--- config.mk ---
export PLATFORM = sky130hd
export DESIGN_NAME = packet_tx_arbiter
export DESIGN_NICKNAME = d
export VERILOG_FILES = /design/src/rtl/packet_tx_arbiter.sv
export SDC_FILE = /design/constraint.sdc
export NUM_CORES = 1
export LEC_CHECK = 0
export CORE_AREA = 2 2 220 222
export CTS_BUF_LIST = sky130_fd_sc_hd__clkbuf_16
export CTS_CLUSTER_DIAMETER = 150
export DETAILED_ROUTE_END_ITERATION = 10
export DIE_AREA = 0 0 222 224
export SLEW_MARGIN = 20
export SYNTH_ARGS = -nofsm -noshare
export SYNTH_HDL_FRONTEND = slang
export SYNTH_SLANG_ARGS = --single-unit
--- constraint.sdc ---
create_clock -name nocclk -period 5.1 [get_ports nocclk]
set_clock_uncertainty 0.05 [all_clocks]
set_input_delay 1.02 -clock nocclk [delete_from_list [all_inputs] [get_ports nocclk]]
set_output_delay 1.02 -clock nocclk [all_outputs]
set_load 0.05 [all_outputs]
--- src/rtl/packet_tx_arbiter.sv ---
// Round-robin packet arbiter: NUM_SRC sources each offer one complete packet,
// and the granted packet is streamed flit by flit onto a single valid/ready port.

package types;
    typedef logic [15:0] flit_t;
endpackage

module packet_tx_arbiter #(
    parameter int NUM_SRC   = 4,
    parameter int MAX_FLITS = 8,
    localparam int SRC_W    = $clog2(NUM_SRC),
    localparam int LEN_W    = $clog2(MAX_FLITS + 1)
) (
    input  logic                 nocclk,
    input  logic                 rst_n,
    input  logic [NUM_SRC-1:0]   src_valid,
    input  types::flit_t         src_flits [NUM_SRC][MAX_FLITS],
    input  logic [LEN_W-1:0]     src_len   [NUM_SRC],
    output logic [NUM_SRC-1:0]   src_completed,
    output types::flit_t         out_flit,
    output logic                 out_valid,
    input  logic                 out_ready,
    output logic                 busy,
    output logic                 err_len
);

    localparam int FIDX_W = (MAX_FLITS > 1) ? $clog2(MAX_FLITS) : 1;

    localparam logic [1:0] ST_IDLE = 2'd0;
    localparam logic [1:0] ST_SEND = 2'd1;
    localparam logic [1:0] ST_DONE = 2'd2;

    logic [1:0]         state_q,         state_d;
    logic [SRC_W-1:0]   rr_ptr_q,        rr_ptr_d;
    logic [SRC_W-1:0]   grant_idx_q,     grant_idx_d;
    logic [LEN_W-1:0]   flit_idx_q,      flit_idx_d;
    logic               out_valid_q,     out_valid_d;
    types::flit_t       out_flit_q,      out_flit_d;
    logic [NUM_SRC-1:0] src_completed_q, src_completed_d;
    logic               busy_q,          busy_d;
    logic               err_len_q,       err_len_d;

    logic               found;
    logic [SRC_W-1:0]   pick;
    logic [SRC_W-1:0]   cand;
    logic [LEN_W-1:0]   cur_len;

    function automatic logic len_legal(input logic [LEN_W-1:0] len);
        return (len != {LEN_W{1'b0}}) && (len <= LEN_W'(MAX_FLITS));
    endfunction

    function automatic logic [SRC_W-1:0] next_src(input logic [SRC_W-1:0] idx);
        if (idx == SRC_W'(NUM_SRC - 1)) begin
            return {SRC_W{1'b0}};
        end else begin
            return idx + SRC_W'(1);
        end
    endfunction

    // Control FSM: round-robin grant, flit stepping, completion and pointer advance.
    always_comb begin
        state_d     = state_q;
        rr_ptr_d    = rr_ptr_q;
        grant_idx_d = grant_idx_q;
        flit_idx_d  = flit_idx_q;
        err_len_d   = 1'b0;
        found       = 1'b0;
        pick        = {SRC_W{1'b0}};
        cand        = {SRC_W{1'b0}};
        cur_len     = src_len[grant_idx_q];

        case (state_q)
            ST_IDLE: begin
                // Upward search from rr_ptr; the first hit wins.
                for (int k = 0; k < NUM_SRC; k++) begin
                    cand = SRC_W'((int'(rr_ptr_q) + k) % NUM_SRC);
                    if (!found && src_valid[cand]) begin
                        found = 1'b1;
                        pick  = cand;
                    end else begin
                        found = found;
                    end
                end
                if (found) begin
                    grant_idx_d = pick;
                    flit_idx_d  = {LEN_W{1'b0}};
                    if (len_legal(src_len[pick])) begin
                        state_d = ST_SEND;
                    end else begin
                        // Illegal length: skip straight to completion, flag it.
                        state_d   = ST_DONE;
                        err_len_d = 1'b1;
                    end
                end else begin
                    state_d = ST_IDLE;
                end
            end
            ST_SEND: begin
                if (out_ready) begin
                    if (flit_idx_q == cur_len - LEN_W'(1)) begin
                        state_d = ST_DONE;
                    end else begin
                        flit_idx_d = flit_idx_q + LEN_W'(1);
                    end
                end else begin
                    state_d = ST_SEND;
                end
            end
            ST_DONE: begin
                rr_ptr_d = next_src(grant_idx_q);
                state_d  = ST_IDLE;
            end
            default: begin
                state_d = ST_IDLE;
            end
        endcase
    end

    // Output values are derived from the next state so every output is a flop.
    always_comb begin
        out_valid_d     = (state_d == ST_SEND);
        busy_d          = (state_d != ST_IDLE);
        out_flit_d      = '0;
        src_completed_d = {NUM_SRC{1'b0}};
        if ((state_d == ST_SEND) && (flit_idx_d < LEN_W'(MAX_FLITS))) begin
            out_flit_d = src_flits[grant_idx_d][flit_idx_d[FIDX_W-1:0]];
        end else begin
            out_flit_d = '0;
        end
        if (state_d == ST_DONE) begin
            src_completed_d[grant_idx_d] = 1'b1;
        end else begin
            src_completed_d = {NUM_SRC{1'b0}};
        end
    end

    // State and output registers; reset aborts any packet in flight.
    always_ff @(posedge nocclk or negedge rst_n) begin
        if (!rst_n) begin
            state_q         <= ST_IDLE;
            rr_ptr_q        <= {SRC_W{1'b0}};
            grant_idx_q     <= {SRC_W{1'b0}};
            flit_idx_q      <= {LEN_W{1'b0}};
            out_valid_q     <= 1'b0;
            out_flit_q      <= '0;
            src_completed_q <= {NUM_SRC{1'b0}};
            busy_q          <= 1'b0;
            err_len_q       <= 1'b0;
        end else begin
            state_q         <= state_d;
            rr_ptr_q        <= rr_ptr_d;
            grant_idx_q     <= grant_idx_d;
            flit_idx_q      <= flit_idx_d;
            out_valid_q     <= out_valid_d;
            out_flit_q      <= out_flit_d;
            src_completed_q <= src_completed_d;
            busy_q          <= busy_d;
            err_len_q       <= err_len_d;
        end
    end

    assign out_valid     = out_valid_q;
    assign out_flit      = out_flit_q;
    assign src_completed = src_completed_q;
    assign busy          = busy_q;
    assign err_len       = err_len_q;

endmodule

==> results_dict.tcl <==
set metrics [dict create \
    cts_tree "done" \
    dieArea_sq_um 49700 \
    max-slew-margin-rel_pct 33.6 \
    clkSinkCount 33 \
    hpwlAfterDp_um 43300 \
    area_delta_synth_final_pct 103 \
    post_drt_wl_per_cell_um 24.6 \
    clock_latency_ns 0.28 \
    grt_use_total_pct 19.5 \
    die_w_um 222 \
    max_stage_delay_ns 0.86 \
    num_io_pins 558 \
    drt_first_iter_violations 542 \
    seq_area_sq_um 826 \
    root_buffer "clkbuf_16" \
    ys_seq_area_share_pct 13.0 \
    place_area_sq_um 12700 \
    power_frac_comb_pct 87.5 \
    core_sq_um 47300 \
    final_layout_size_suffix_gt1_share_pct 5.50 \
    drc 0 \
    drv_slew 0 \
    internal_power_w 0.00273 \
    critPathKind "in -> reg" \
    synth-seq-cells 33 \
    via_per_inst 4.67 \
    die_y_um 224 \
    end_kind "flop" \
    fillers 5215 \
    status "complete, no violations" \
    p_seq_share_pct 7.2 \
    postSynthCellCount 948 \
    clk_pin_slew_ns 0.06 \
    synth_flop_cell "dfrtp_1" \
    hold_viol_final 0 \
    clock_path_buffers 2 \
    ys_warn_count 0 \
    p_sw_w 0.00384 \
    io_buffers 557 \
    grt_max_degree 141 \
    ir_drop_uv 637 \
    hold_buffers 0 \
    final_cell_area_sq_um 12900 \
    grt_antenna_before_repair 13 \
    ant_nets 0 \
    fin_nets 1991 \
    cp_cell_sequence "clkdlybuf4s50_1 > mux4_2 > inv_1 > ha_1 > xor2_1 > xnor2_1 > nand3_2 > o21ai_2 > mux2i_2 > buf_4 > nor4_4 > o21ai_0 > nand4_1" \
    synth_nets 1486 \
    drv_cap 0 \
    wl_met2_um 25900 \
    start_util_pct 13.4 \
    switching_share_pct 58.5 \
    async_reset_ff_share_pct 100 \
    wl_met3_um 3450 \
    met1_length_um 20700 \
    period_minus_slack_ns 4.85 \
    critPathSlowestCell "nor4_4" \
    grt_pass1_vias 9846 \
    overflow 0 \
    grt_pass1_wl_um 70100 \
    arrival_ns 5.00 \
    synthDistinctLibCells 53 \
    worst_pin_slew_ns 0.988 \
    synth_edf_count 0 \
    startpoint_type "primary input" \
    synth_area_per_cell_sq_um 6.72 \
    period_share_pct 95.1 \
    dr_total_vias 9686 \
    final_core_util_pct 27.3 \
    layout_commonest_cell "clkdlybuf4s50_1" \
    max_freq_mhz 206 \
    place_congestion 0.851 \
    setup_viol 0 \
    hp-class "reg -> reg" \
    top_layer_used "met5" \
    multi_input_area_sq_um 5060 \
    path_max_fanout 15 \
    drt-total-wl_um 51000 \
    fp-row-count 80 \
    synth_area_sq_um 6370 \
    powerDensity_nw_per_um2 509 \
    grt_setup_unrepaired "false" \
    crit_required_ns 5.25 \
    cts.htree.levels 2 \
    final_cell_mix "556 x clkdlybuf4s50_1, 266 x nand2_1, 127 x a211oi_1" \
    cts_resized 0 \
    pwr-share-clk_pct 5.3 \
    dr.pass1.iters 5 \
    cts_buffers 5 \
    p_leak_nw 4.62 \
    post-cts-setup-buffers 0 \
]
==> layout make-up <==
cell class                      count  area share [%]
Clock inverter                      3           0.291
Inverter                           13           0.446
Clock buffer                        5           0.969
Tap cell                          615            5.96
Multi-Input combinational cell    797            39.2
Timing Repair Buffer              603            46.6
Antenna cell                        7           0.136
Sequential cell                    33            6.39
==> routing by layer <==
metal	track usage, %	up-vias
met3	4.32	45
li1	-	4565
met2	35.5	465
met1	23.2	4605
met5	0	-
met4	4.99	6
==> stage by stage <==
stage | std cells | total power, W | worst slack, ns | hold slack, ns | TNS (ns)
6_report | 2076 | 0.00657 | 0.252 | 0.491 | 0
5_1_grt | 2076 | 0.00708 | 0.0322 | 0.528 | 0
4_1_cts | 2069 | 0.00667 | 0.187 | 0.499 | 0
3_5_place_dp | 2061 | 0.00629 | -0.0961 | 0.487 | -0.232
3_3_place_gp | 2061 | 0.00629 | -0.119 | 0.452 | -0.296
2_1_floorplan | 948 | 0.00386 | 1.33 | 0.421 | 0
==> path summary, 6_finish.rpt <==
| path | startpoint | slack, ns | cells after the start | endpoint |
|---|---|---|---|---|
| min | rr_ptr_q[0] | 0.49 | 2 | rr_ptr_q[0] |
| max in group asynchronous | rst_n | 3.66 | 1 | out_flit[12] |
| max | src_len[0] | 0.25 | 13 | out_flit[11] |
| min reg2reg | rr_ptr_q[0] | 0.49 | 2 | rr_ptr_q[0] |
| min in group asynchronous | rst_n | 0.80 | 1 | err_len |
| max reg2reg | grant_idx_q[0] | 0.67 | 12 | out_flit[11] |
==> Yosys cell counts, drive strengths merged (2+ instances only) <==
master / count / area, sq um
a211oi: 127 / 953
a21oi: 6 / 30.0
a311o: 2 / 20.0
a311oi: 125 / 1090
a32o: 2 / 20.0
and2: 126 / 788
and3: 2 / 12.5
buf: 27 / 160
clkbuf: 78 / 293
dfrtp: 33 / 826
ha: 3 / 37.5
inv: 13 / 48.8
mux2: 3 / 33.8
mux2i: 4 / 60.1
mux4: 4 / 90.1
nand2: 266 / 998
nand3: 2 / 15.0
nand4: 15 / 93.8
nor2: 3 / 11.3
nor2b: 2 / 12.5
nor3: 8 / 51.3
nor4: 4 / 55.1
nor4b: 2 / 47.6
o211a: 2 / 20.0
o21ai: 64 / 324
o21bai: 2 / 26.3
o31ai: 2 / 15.0
or3: 2 / 12.5
xnor2: 5 / 70.1
xor2: 5 / 43.8
==> state kept, by name, indices dropped and copies added, names as in the netlist <==
name and flops:
grant_idx_q 2, rr_ptr_q 2, state_q 2, src_completed 4
out_flit 16, flit_idx_q 4, out_valid 1, err_len 1
busy 1
==> power by group through the flow <==
stage	clock, W	combinational [W]	sequential (W)
global route	0.000368	0.00623	0.000485
CTS	0.000354	0.00584	0.000477
floorplan	0	0.00320	0.000660
global placement	0	0.00581	0.000482
finish	0.000349	0.00575	0.000473
detailed placement	0	0.00581	0.000482
==> cells by family after synthesis <==
logic type / synth area share (%)
AND/OR/NAND/NOR: 33.2
AO/OA/AOI/OAI: 40.7
buffers and inverters: 7.88
flip-flops: 13.0
multiplexers: 2.89
XOR/XNOR: 1.79
adder cells (fa/ha/maj): 0.590
==> critical path, delay by kind of cell <==
| family | cells | cell delay (ns) |
|---|---|---|
| buf+inv | 3 | 0.71 |
| mux | 2 | 0.65 |
| xor+xnor | 2 | 0.33 |
| simple gates | 3 | 1.33 |
| fa+ha+maj | 1 | 0.15 |
| compound gates | 2 | 0.79 |
No activity file was read; power rests on OpenSTA's default activity.
